`src/rtl/ex_hazard_ctrl.sv`:
```
// Hazard/forwarding controller beside the ID/EX boundary: tracks EX/MEM/WB destinations,
// produces operand forward selects, load-use stall, branch flush and halt freeze.
module ex_hazard_ctrl #(
  parameter int unsigned REG_BITS     = 4,
  parameter int unsigned FLUSH_CYCLES = 2
) (
  input  logic                clk,
  input  logic                rst,
  input  logic                id_valid,
  input  logic [REG_BITS-1:0] id_rs,
  input  logic [REG_BITS-1:0] id_rt,
  input  logic                id_uses_rs,
  input  logic                id_uses_rt,
  input  logic [REG_BITS-1:0] id_rd,
  input  logic                id_wb,
  input  logic                id_load,
  input  logic                id_halt,
  input  logic                branch_taken,
  output logic                stall,
  output logic                bubble,
  output logic                flush,
  output logic [1:0]          fwd_a,
  output logic [1:0]          fwd_b,
  output logic                halted
);

  typedef enum logic [1:0] {StRun, StFlush, StHalt} state_e;

  localparam logic [2:0] FlushLoad = 3'(FLUSH_CYCLES - 1);

  state_e     r_state, w_state_next;
  logic [2:0] r_flush_cnt, w_flush_cnt_next;

  logic                r_ex_v, r_ex_wb, r_ex_load, r_ex_halt, r_ex_ua, r_ex_ub;
  logic [REG_BITS-1:0] r_ex_rd, r_ex_rs, r_ex_rt;
  logic                r_mem_v, r_mem_wb, r_mem_load, r_mem_halt;
  logic [REG_BITS-1:0] r_mem_rd;
  logic                r_wb_v, r_wb_wb, r_wb_halt;
  logic [REG_BITS-1:0] r_wb_rd;

  logic w_load_use, w_branch, w_squash, w_advance, w_wb_halt;

  assign w_load_use = id_valid & r_ex_v & r_ex_load & r_ex_wb & (r_ex_rd != '0) &
                      ((id_uses_rs & (id_rs == r_ex_rd)) | (id_uses_rt & (id_rt == r_ex_rd)));
  assign w_branch   = branch_taken & r_ex_v;
  assign w_wb_halt  = r_wb_v & r_wb_halt;
  assign w_squash   = bubble | flush;
  assign w_advance  = (r_state != StHalt);

  // MEM result wins over WB; a load in MEM never forwards (its data is not ready yet).
  always_comb begin
    fwd_a = 2'b00;
    if (r_ex_ua && r_mem_v && r_mem_wb && !r_mem_load && r_mem_rd != '0 &&
        r_mem_rd == r_ex_rs) begin
      fwd_a = 2'b01;
    end else if (r_ex_ua && r_wb_v && r_wb_wb && r_wb_rd != '0 && r_wb_rd == r_ex_rs) begin
      fwd_a = 2'b10;
    end
  end

  always_comb begin
    fwd_b = 2'b00;
    if (r_ex_ub && r_mem_v && r_mem_wb && !r_mem_load && r_mem_rd != '0 &&
        r_mem_rd == r_ex_rt) begin
      fwd_b = 2'b01;
    end else if (r_ex_ub && r_wb_v && r_wb_wb && r_wb_rd != '0 && r_wb_rd == r_ex_rt) begin
      fwd_b = 2'b10;
    end
  end

  always_comb begin
    w_state_next     = r_state;
    w_flush_cnt_next = r_flush_cnt;
    stall            = 1'b0;
    bubble           = 1'b0;
    flush            = 1'b0;
    halted           = 1'b0;
    unique case (r_state)
      StRun: begin
        if (w_branch) begin
          // Flush takes priority over a simultaneous load-use stall.
          flush            = 1'b1;
          w_flush_cnt_next = FlushLoad;
          if (FlushLoad != 3'd0) w_state_next = StFlush;
        end else if (w_load_use) begin
          stall  = 1'b1;
          bubble = 1'b1;
        end
        if (w_wb_halt) w_state_next = StHalt;
      end
      StFlush: begin
        flush            = 1'b1;
        w_flush_cnt_next = r_flush_cnt - 3'd1;
        if (r_flush_cnt <= 3'd1) w_state_next = StRun;
        if (w_wb_halt) w_state_next = StHalt;
      end
      StHalt: begin
        halted = 1'b1;
        stall  = 1'b1;
        bubble = 1'b1;
      end
      default: w_state_next = StRun;
    endcase
  end

  always_ff @(posedge clk or posedge rst) begin
    if (rst) begin
      r_state     <= StRun;
      r_flush_cnt <= 3'd0;
    end else begin
      r_state     <= w_state_next;
      r_flush_cnt <= w_flush_cnt_next;
    end
  end

  always_ff @(posedge clk or posedge rst) begin
    if (rst) begin
      r_ex_v     <= 1'b0;
      r_ex_wb    <= 1'b0;
      r_ex_load  <= 1'b0;
      r_ex_halt  <= 1'b0;
      r_ex_ua    <= 1'b0;
      r_ex_ub    <= 1'b0;
      r_ex_rd    <= '0;
      r_ex_rs    <= '0;
      r_ex_rt    <= '0;
      r_mem_v    <= 1'b0;
      r_mem_wb   <= 1'b0;
      r_mem_load <= 1'b0;
      r_mem_halt <= 1'b0;
      r_mem_rd   <= '0;
      r_wb_v     <= 1'b0;
      r_wb_wb    <= 1'b0;
      r_wb_halt  <= 1'b0;
      r_wb_rd    <= '0;
    end else if (w_advance) begin
      r_wb_v     <= r_mem_v;
      r_wb_wb    <= r_mem_wb;
      r_wb_halt  <= r_mem_halt;
      r_wb_rd    <= r_mem_rd;
      r_mem_v    <= r_ex_v;
      r_mem_wb   <= r_ex_wb;
      r_mem_load <= r_ex_load;
      r_mem_halt <= r_ex_halt;
      r_mem_rd   <= r_ex_rd;
      if (w_squash) begin
        // Bubble: zero every control field so the slot can neither forward nor stall.
        r_ex_v    <= 1'b0;
        r_ex_wb   <= 1'b0;
        r_ex_load <= 1'b0;
        r_ex_halt <= 1'b0;
        r_ex_ua   <= 1'b0;
        r_ex_ub   <= 1'b0;
        r_ex_rd   <= '0;
        r_ex_rs   <= '0;
        r_ex_rt   <= '0;
      end else begin
        r_ex_v    <= id_valid;
        r_ex_wb   <= id_wb;
        r_ex_load <= id_load;
        r_ex_halt <= id_halt;
        r_ex_ua   <= id_uses_rs;
        r_ex_ub   <= id_uses_rt;
        r_ex_rd   <= id_rd;
        r_ex_rs   <= id_rs;
        r_ex_rt   <= id_rt;
      end
    end
  end

endmodule
```
`config.mk`:
```
export PLATFORM = sky130hd
export DESIGN_NAME = ex_hazard_ctrl
export DESIGN_NICKNAME = d
export VERILOG_FILES = /design/src/rtl/ex_hazard_ctrl.sv
export SDC_FILE = /design/constraint.sdc
export NUM_CORES = 1
export LEC_CHECK = 0
export CAP_MARGIN = 20
export CORE_UTILIZATION = 50
export CTS_BUF_LIST = sky130_fd_sc_hd__clkbuf_8
export DETAILED_ROUTE_END_ITERATION = 8
export PLACE_DENSITY = 0.74
export SYNTH_ARGS = -nofsm -noshare
export SYNTH_HDL_FRONTEND = slang
export SYNTH_SLANG_ARGS = --single-unit
```
`constraint.sdc`:
```
create_clock -name clk -period 3.1 [get_ports clk]
set_input_delay 0.93 -clock clk [delete_from_list [all_inputs] [get_ports clk]]
set_output_delay 0.93 -clock clk [all_outputs]
set_load 0.01 [all_outputs]
```
==> flow_summary_export.csv, run 1 <==
group,metric,value,unit
worst_setup_path,r2r_slack,1.38,ns
worst_setup_path,rr_worst_depth,6,
cts,post_cts_buffers,0,
synthesis,yosysUniqueCellTypes,30,
worst_hold_path,hold_end,"r_wb_wb$_DFFE_PP0N_",
worst_hold_path,hold_path_startpoint,"r_wb_wb$_DFFE_PP0N_",
status,status,"completed",
finish,area_delta_synth_final,22.6,%
grt,grt_antenna_before_repair,0,
power,power_switching,0.250,mW
power,powerDensity,420,nW/um2
power,p_sw_frac,0.246,
floorplan,start_util,0.529,
timing,fin_crit_sh,0.975,
power,leakagePower,1.14,nW
finish,final_cell_area,2410,um2
timing,relSlewSlack,0.681,
synthesis,netlist_area,1970,um2
timing,hold-worst-slack,0.470,ns
finish,drive_gt1_frac,0.135,
cts,root_buffer,"clkbuf_8",
route,drt-total-wl,4100,um
worst_hold_path,hp-class,"register to register",
synthesis,avgSynthCellArea,8.93,um2
floorplan,core,3720,um2
timing,tightestPinTransition,0.478,ns
finish,multiInputGateArea,958,um2
route,viasPerCell,5.34,
cts,htreeDepth,2,
floorplan,rows,22,
power,peakVddDrop,253,uV
synthesis,ys_warn_count,0,
placement,place_area,2310,um2
worst_setup_path,crit_path_top_delay_cell,"or4_1",
run,cap_violations,0,
grt,grt-ovfl-total,0,
synthesis,synth_cells,220,
power,pwr-share-clk,0.324,
floorplan,io_pins,29,
worst_setup_path,crit_fanout,4,
finish,nets,276,
floorplan,dieArea,4190,um2
timing,fin_crit,3.02,ns
worst_hold_path,hold_depth,2,
placement,dpl_worst_slack,-0.597,ns
grt,grt_pass1_vias,1545,
worst_setup_path,startpoint_type,"register",
finish,nFillCells,320,
cts,insertion_delay,0.28,ns
timing,finalSetupViolCount,0,
worst_setup_path,required,2.17,ns
worst_setup_path,worstReg2RegStart,"r_ex_rd[0]$_DFFE_PP0N_",
timing,fin_skew,0.00314,ns
floorplan,die_h,64.7,um
worst_setup_path,critPathKind,"register to primary output",
route,remaining_drc_errors,0,
timing,hold_viol,0,
grt,grt_max_degree,39,
timing,setup_tns,0,ns
worst_setup_path,arrival,2.09,ns
finish,regArea,951,um2
timing,slew_viol_final,0,
timing,rsz0062_at_grt,"no",
power,pwr-share-comb,0.118,
cts,clk_path_buf_depth,2,
route,ant_nets,0,
synthesis,synth_fp_nets,243,
worst_setup_path,path_cells,"or4_1 -> nand3_1 -> nor4_1 -> nand3_1 -> nor2_1 -> clkdlybuf4s50_1",
worst_setup_path,cp-end-kind,"primary output",
floorplan,die_w,64.7,um
power,p_seq_frac,0.558,
finish,antenna_cells,0,
route,first_iter_violations,103,
timing,max_freq,0.331,GHz
synthesis,synth.yosys.seq_area_share,0.484,
worst_setup_path,r2r-end,"r_ex_ua$_DFFE_PP0N_",
timing,worst_slack,0.0780,ns
placement,place_congestion,0.810,
cts,cts_tree,"built",
placement,port_buffers,28,
placement,hpwl,2980,um
power,p_total,1.01,mW
synthesis,ys_ff_latch,38,
route,drtPass1Iterations,4,
route,vias,1602,
cts,path_clk_slew,0.07,ns
worst_setup_path,crit_top_cell,"nand3_1",
worst_setup_path,slowest_delay,0.55,ns
power,intPower,0.763,mW
grt,grt.total_usage,0.226,
cts,cts_num_sinks,38,
grt,grt_pass1_wl,7180,um
route,wl_per_cell,13.7,um
cts,numCtsBuffers,5,
per-layer routing:
layer | routed length, um | track usage | up-vias
met4 | 44 | 0.0611 | 0
met2 | 2000 | 0.355 | 42
li1 | - | - | 796
met1 | 1880 | 0.310 | 758
met5 | 0 | 0 | -
met3 | 167 | 0.0528 | 6
worst max path at each step:
stage          slack [ns]                   start       end  cells after the start
2_1_floorplan        0.22                id_rs[0]     stall                      6
3_3_place_gp        -0.57                id_rs[0]     stall                      7
3_5_place_dp        -0.60                id_rt[3]    bubble                      7
4_1_cts             0.002            branch_taken     flush                      6
5_1_grt             0.003  r_wb_rd[0]$_DFFE_PP0N_  fwd_b[1]                      6
6_report             0.08  r_wb_rd[0]$_DFFE_PP0N_  fwd_b[1]                      6
stage by stage:
stage,cells,utilization
2_1_floorplan,220,-
3_3_place_gp,294,0.621
3_5_place_dp,294,0.621
4_1_cts,300,0.640
5_1_grt,300,0.648
6_report,300,0.648
cell usage in the layout, fill, tap and decap left out, drive strengths merged, types with 3 or more instances in the layout:
cell type      Yosys  layout
xor2              12      12
dfrtp             38      38
dlygate4sd2        0       4
clkbuf             6       6
nand3             25      25
xnor2             12      12
dlymetal6s2s       0       4
nor2               4       4
clkdlybuf4s15      0       3
nor3               4       4
inv                5       5
a21oi              3       3
o21ai             21      21
buf                4      10
nand2             70      70
clkdlybuf4s50      0      15
cell usage after synthesis:
| cell type | instances | area share |
|---|---|---|
| o21ai_2 | 10 | 0.045 |
| nor2_1 | 4 | 0.0076 |
| o41ai_1 | 1 | 0.0045 |
| and4b_1 | 1 | 0.0051 |
| ha_1 | 2 | 0.013 |
| or4_4 | 1 | 0.0057 |
| inv_1 | 5 | 0.0095 |
| nor3_1 | 4 | 0.010 |
| clkinv_1 | 1 | 0.0019 |
| dfrtp_1 | 38 | 0.48 |
| nand4_2 | 1 | 0.0064 |
| a21oi_1 | 2 | 0.0051 |
| or4_1 | 1 | 0.0038 |
| clkbuf_1 | 6 | 0.011 |
| xnor2_1 | 12 | 0.053 |
| nand3_1 | 25 | 0.064 |
| or2_1 | 1 | 0.0032 |
| o21ai_0 | 11 | 0.028 |
| nand2b_1 | 1 | 0.0032 |
| xor2_1 | 12 | 0.053 |
| nor4_1 | 2 | 0.0064 |
| o22ai_1 | 1 | 0.0032 |
| o311a_1 | 1 | 0.0051 |
| buf_1 | 2 | 0.0038 |
| buf_4 | 1 | 0.0038 |
| a21oi_4 | 1 | 0.0083 |
| or2_2 | 1 | 0.0032 |
| nand2_1 | 70 | 0.13 |
| mux2i_1 | 1 | 0.0051 |
| buf_12 | 1 | 0.010 |
registers in the layout (all words and copies together) (netlist names):
signal and count:
r_ex_ub 1, r_mem_wb 1, r_ex_halt 1, r_ex_rt 4, r_ex_rs 4, r_wb_v 1, r_ex_rd 4, r_ex_load 1
r_ex_wb 1, r_mem_v 1, r_mem_rd 4, r_ex_ua 1, r_wb_wb 1, r_wb_rd 4, r_mem_load 1, r_flush_cnt 3
r_wb_halt 1, r_ex_v 1, r_state 2, r_mem_halt 1
layout make-up:
type,count,area share
Tap cell,48,0.0249
Clock buffer,6,0.0343
Sequential cell,38,0.395
Timing Repair Buffer,36,0.139
Multi-Input combinational cell,166,0.398
Inverter,6,0.00935
what timing repair did:
| item | CTS | global route |
|---|---|---|
| endpoints found under the setup margin | 3 | 5 |
| gates cloned | 0 | 0 |
| hold buffers | 0 | 0 |
| gates resized for setup | 17 | 9 |
| pin swaps | 8 | 6 |
power by group through the flow:
stage	Sequential [mW]	Combinational [mW]	Clock [mW]
final	0.565	0.119	0.328
after global routing	0.569	0.136	0.363
after CTS	0.564	0.120	0.336
after detailed placement	0.574	0.121	0
after global placement	0.572	0.116	0
after floorplan	0.562	0.0773	0
cell families (layout without fill, tap and decap cells):
kind of cell	count (synthesis)	after routing	share of synthesized area
and+or+nand+nor	112	112	0.252
AOI/OAI and AO/OA	27	27	0.0987
buffers and inverters	16	48	0.0407
adders and majority gates	2	2	0.0127
DFF	38	38	0.484
muxes	1	1	0.00509
xor gates and xnor gates	24	24	0.107
worst max-delay path, delay by kind of cell (launching register included):
| kind | cells | cell delay (ns) |
|---|---|---|
| buffers and inverters | 1 | 0.47 |
| DFF | 1 | 0.44 |
| and+or+nand+nor | 5 | 0.90 |
No activity file was read; power rests on OpenSTA's default activity.
==> run 2, diff against run 1 <==
--- a/config.mk
+++ b/config.mk
@@ -8,6 +8,7 @@
 export CAP_MARGIN = 20
 export CORE_UTILIZATION = 50
 export CTS_BUF_LIST = sky130_fd_sc_hd__clkbuf_8
+export CTS_CLUSTER_SIZE = 10
 export DETAILED_ROUTE_END_ITERATION = 8
 export PLACE_DENSITY = 0.74
 export SYNTH_ARGS = -nofsm -noshare
==> results of run 2 <==
Same layout as run 1: the final DEF is identical, and so are final timing and power.
==> run 3, diff against run 2 <==
--- a/config.mk
+++ b/config.mk
@@ -10,7 +10,7 @@
 export CTS_BUF_LIST = sky130_fd_sc_hd__clkbuf_8
 export CTS_CLUSTER_SIZE = 10
 export DETAILED_ROUTE_END_ITERATION = 8
-export PLACE_DENSITY = 0.74
+export PLACE_DENSITY_LB_ADDON = 0.05
 export SYNTH_ARGS = -nofsm -noshare
 export SYNTH_HDL_FRONTEND = slang
 export SYNTH_SLANG_ARGS = --single-unit
==> run 3 against run 2 <==
Compared with the run above:
- sequential power is essentially flat
- routed wire length increased by 6.2%
- register-to-register slack is essentially flat
- worst setup slack worse by 0.0041 ns
- fmax is 0.14% lower
- via count is the same
- cell count up 1.3%
- critical path depth did not move
- largest cell class is now flip-flops and latches
==> flow_summary_export.csv, run 3 (synthesis gave the netlist of run 1 again) <==
group,metric,value,unit
floorplan,die_w,64.7,um
cts,cts_num_sinks,38,
worst_hold_path,hp-class,"register to register",
finish,final_cell_area,2430,um2
floorplan,rows,22,
grt,grt-ovfl-total,0,
power,peakVddDrop,243,uV
placement,hpwl,3070,um
worst_setup_path,cp-end-kind,"primary output",
grt,grt.total_usage,0.233,
finish,nFillCells,325,
cts,cts_hold_buf,0,
finish,layout_common_cells,"nand2_1, dfrtp_1, nand3_1",
worst_setup_path,crit_fanout,2,
route,drtPass1Iterations,4,
timing,fin_crit,3.03,ns
run,cap_violations,0,
finish,area_delta_synth_final,23.6,%
route,ant_nets,0,
worst_setup_path,arrival,2.10,ns
status,status,"completed",
floorplan,start_util,0.529,
route,remaining_drc_errors,0,
grt,grt_antenna_before_repair,0,
route,first_iter_violations,85,
cts,clk_path_buf_depth,2,
timing,tightestPinTransition,0.477,ns
power,powerDensity,428,nW/um2
timing,max_freq,0.330,GHz
finish,post-route-util,0.654,
floorplan,dieArea,4190,um2
worst_setup_path,required,2.17,ns
power,p_total,1.04,mW
timing,slew_viol_final,0,
grt,grt_max_degree,39,
placement,place_area,2320,um2
route,wl_per_cell,14.3,um
placement,dpl_worst_slack,-0.542,ns
timing,relSlewSlack,0.682,
route,viasPerCell,5.27,
cts,cts_tree,"built",
cts,root_buffer,"clkbuf_8",
finish,drive_gt1_frac,0.152,
finish,final_cells,304,
cts,numCtsBuffers,5,
floorplan,die_h,64.7,um
grt,grt_busiest_layer,"met2",
grt,use_met2,0.383,
route,drt-total-wl,4350,um
worst_setup_path,critPathKind,"primary input to primary output",
placement,place_congestion,0.839,
finish,layout_commonest_cell,"nand2_1",
floorplan,io_pins,29,
finish,nets,278,
grt,grt_pass1_vias,1589,
floorplan,core,3720,um2
cts,post_cts_buffers,0,
grt,gr-usage-met1,0.297,
cts,path_clk_slew,0.07,ns
placement,dp.cells,296,
timing,worst_slack,0.0739,ns
finish,antenna_cells,0,
timing,hold_viol,0,
cts,htreeDepth,2,
grt,grt_pass1_wl,7410,um
route,vias,1602,
timing,fin_skew,0.00544,ns
placement,port_buffers,28,
grt,grt_use_met3,0.0581,
power,leakagePower,1.17,nW
timing,fin_crit_sh,0.976,
cts,insertion_delay,0.29,ns
timing,finalSetupViolCount,0,
worst_setup_path,startpoint_type,"primary input",
## run 3: final cells by class
cell class | instances | area [um2] | area share
clock inverter | 2 | 12.5 | 0.00515
inverter | 6 | 22.5 | 0.00927
multi-input combinational | 166 | 948 | 0.391
sequential | 38 | 953 | 0.393
timing repair buffer | 38 | 349 | 0.144
tap | 48 | 60.1 | 0.0247
clock buffer | 6 | 82.6 | 0.0340
## run 3: stage by stage
stage               hold WS [ns]   TNS, ns
floorplan                  0.439         0
CTS                        0.480         0
finish                     0.472         0
global route               0.518  -0.00229
global placement           0.453     -1.33
detailed placement         0.461     -1.37
## run 3: worst max-delay path, stage by stage
cell and delay (ns):
clkdlybuf4s50_1 0.50, xnor2_1 0.12, nand3_1 0.15, a21oi_4 0.16
or2_1 0.12, buf_2 0.12
## run 3: routing by layer
| layer | wire length (um) | share of wire |
|---|---|---|
| met1 | 1930 | 0.44 |
| met2 | 2230 | 0.51 |
| met3 | 170 | 0.039 |
| met4 | 21 | 0.0048 |
| met5 | 0 | 0 |
## run 3: final timing paths
path / slack, ns / start / depth (start not counted) / endpoint
max in group asynchronous: 1.70 / rst / 3 / r_wb_rd[1]$_DFFE_PP0N_
min in group asynchronous: 1.05 / rst / 3 / r_wb_rd[3]$_DFFE_PP0N_
worst min register to register: 0.47 / r_mem_load$_DFFE_PP0N_ / 2 / r_mem_load$_DFFE_PP0N_
worst min-delay path: 0.47 / r_mem_load$_DFFE_PP0N_ / 2 / r_mem_load$_DFFE_PP0N_
worst max register to register: 1.39 / r_ex_rd[2]$_DFFE_PP0N_ / 6 / r_ex_v$_DFFE_PP0N_
worst max-delay path: 0.07 / id_rs[1] / 6 / stall
## run 3: where the power goes
| group | internal (mW) | total, mW | switching [mW] | leakage [nW] |
|---|---|---|---|---|
| sequential | 0.527 | 0.565 | 0.0378 | 0.485 |
| combinational | 0.0660 | 0.120 | 0.0538 | 0.636 |
| clock | 0.179 | 0.355 | 0.176 | 0.0472 |
## run 3: timing repair
item / 4_1_cts / 5_1_grt
gates resized for setup: 17 / 8
endpoints found under the setup margin: 3 / 5
pin swaps: 6 / 4
gates cloned: 0 / 0
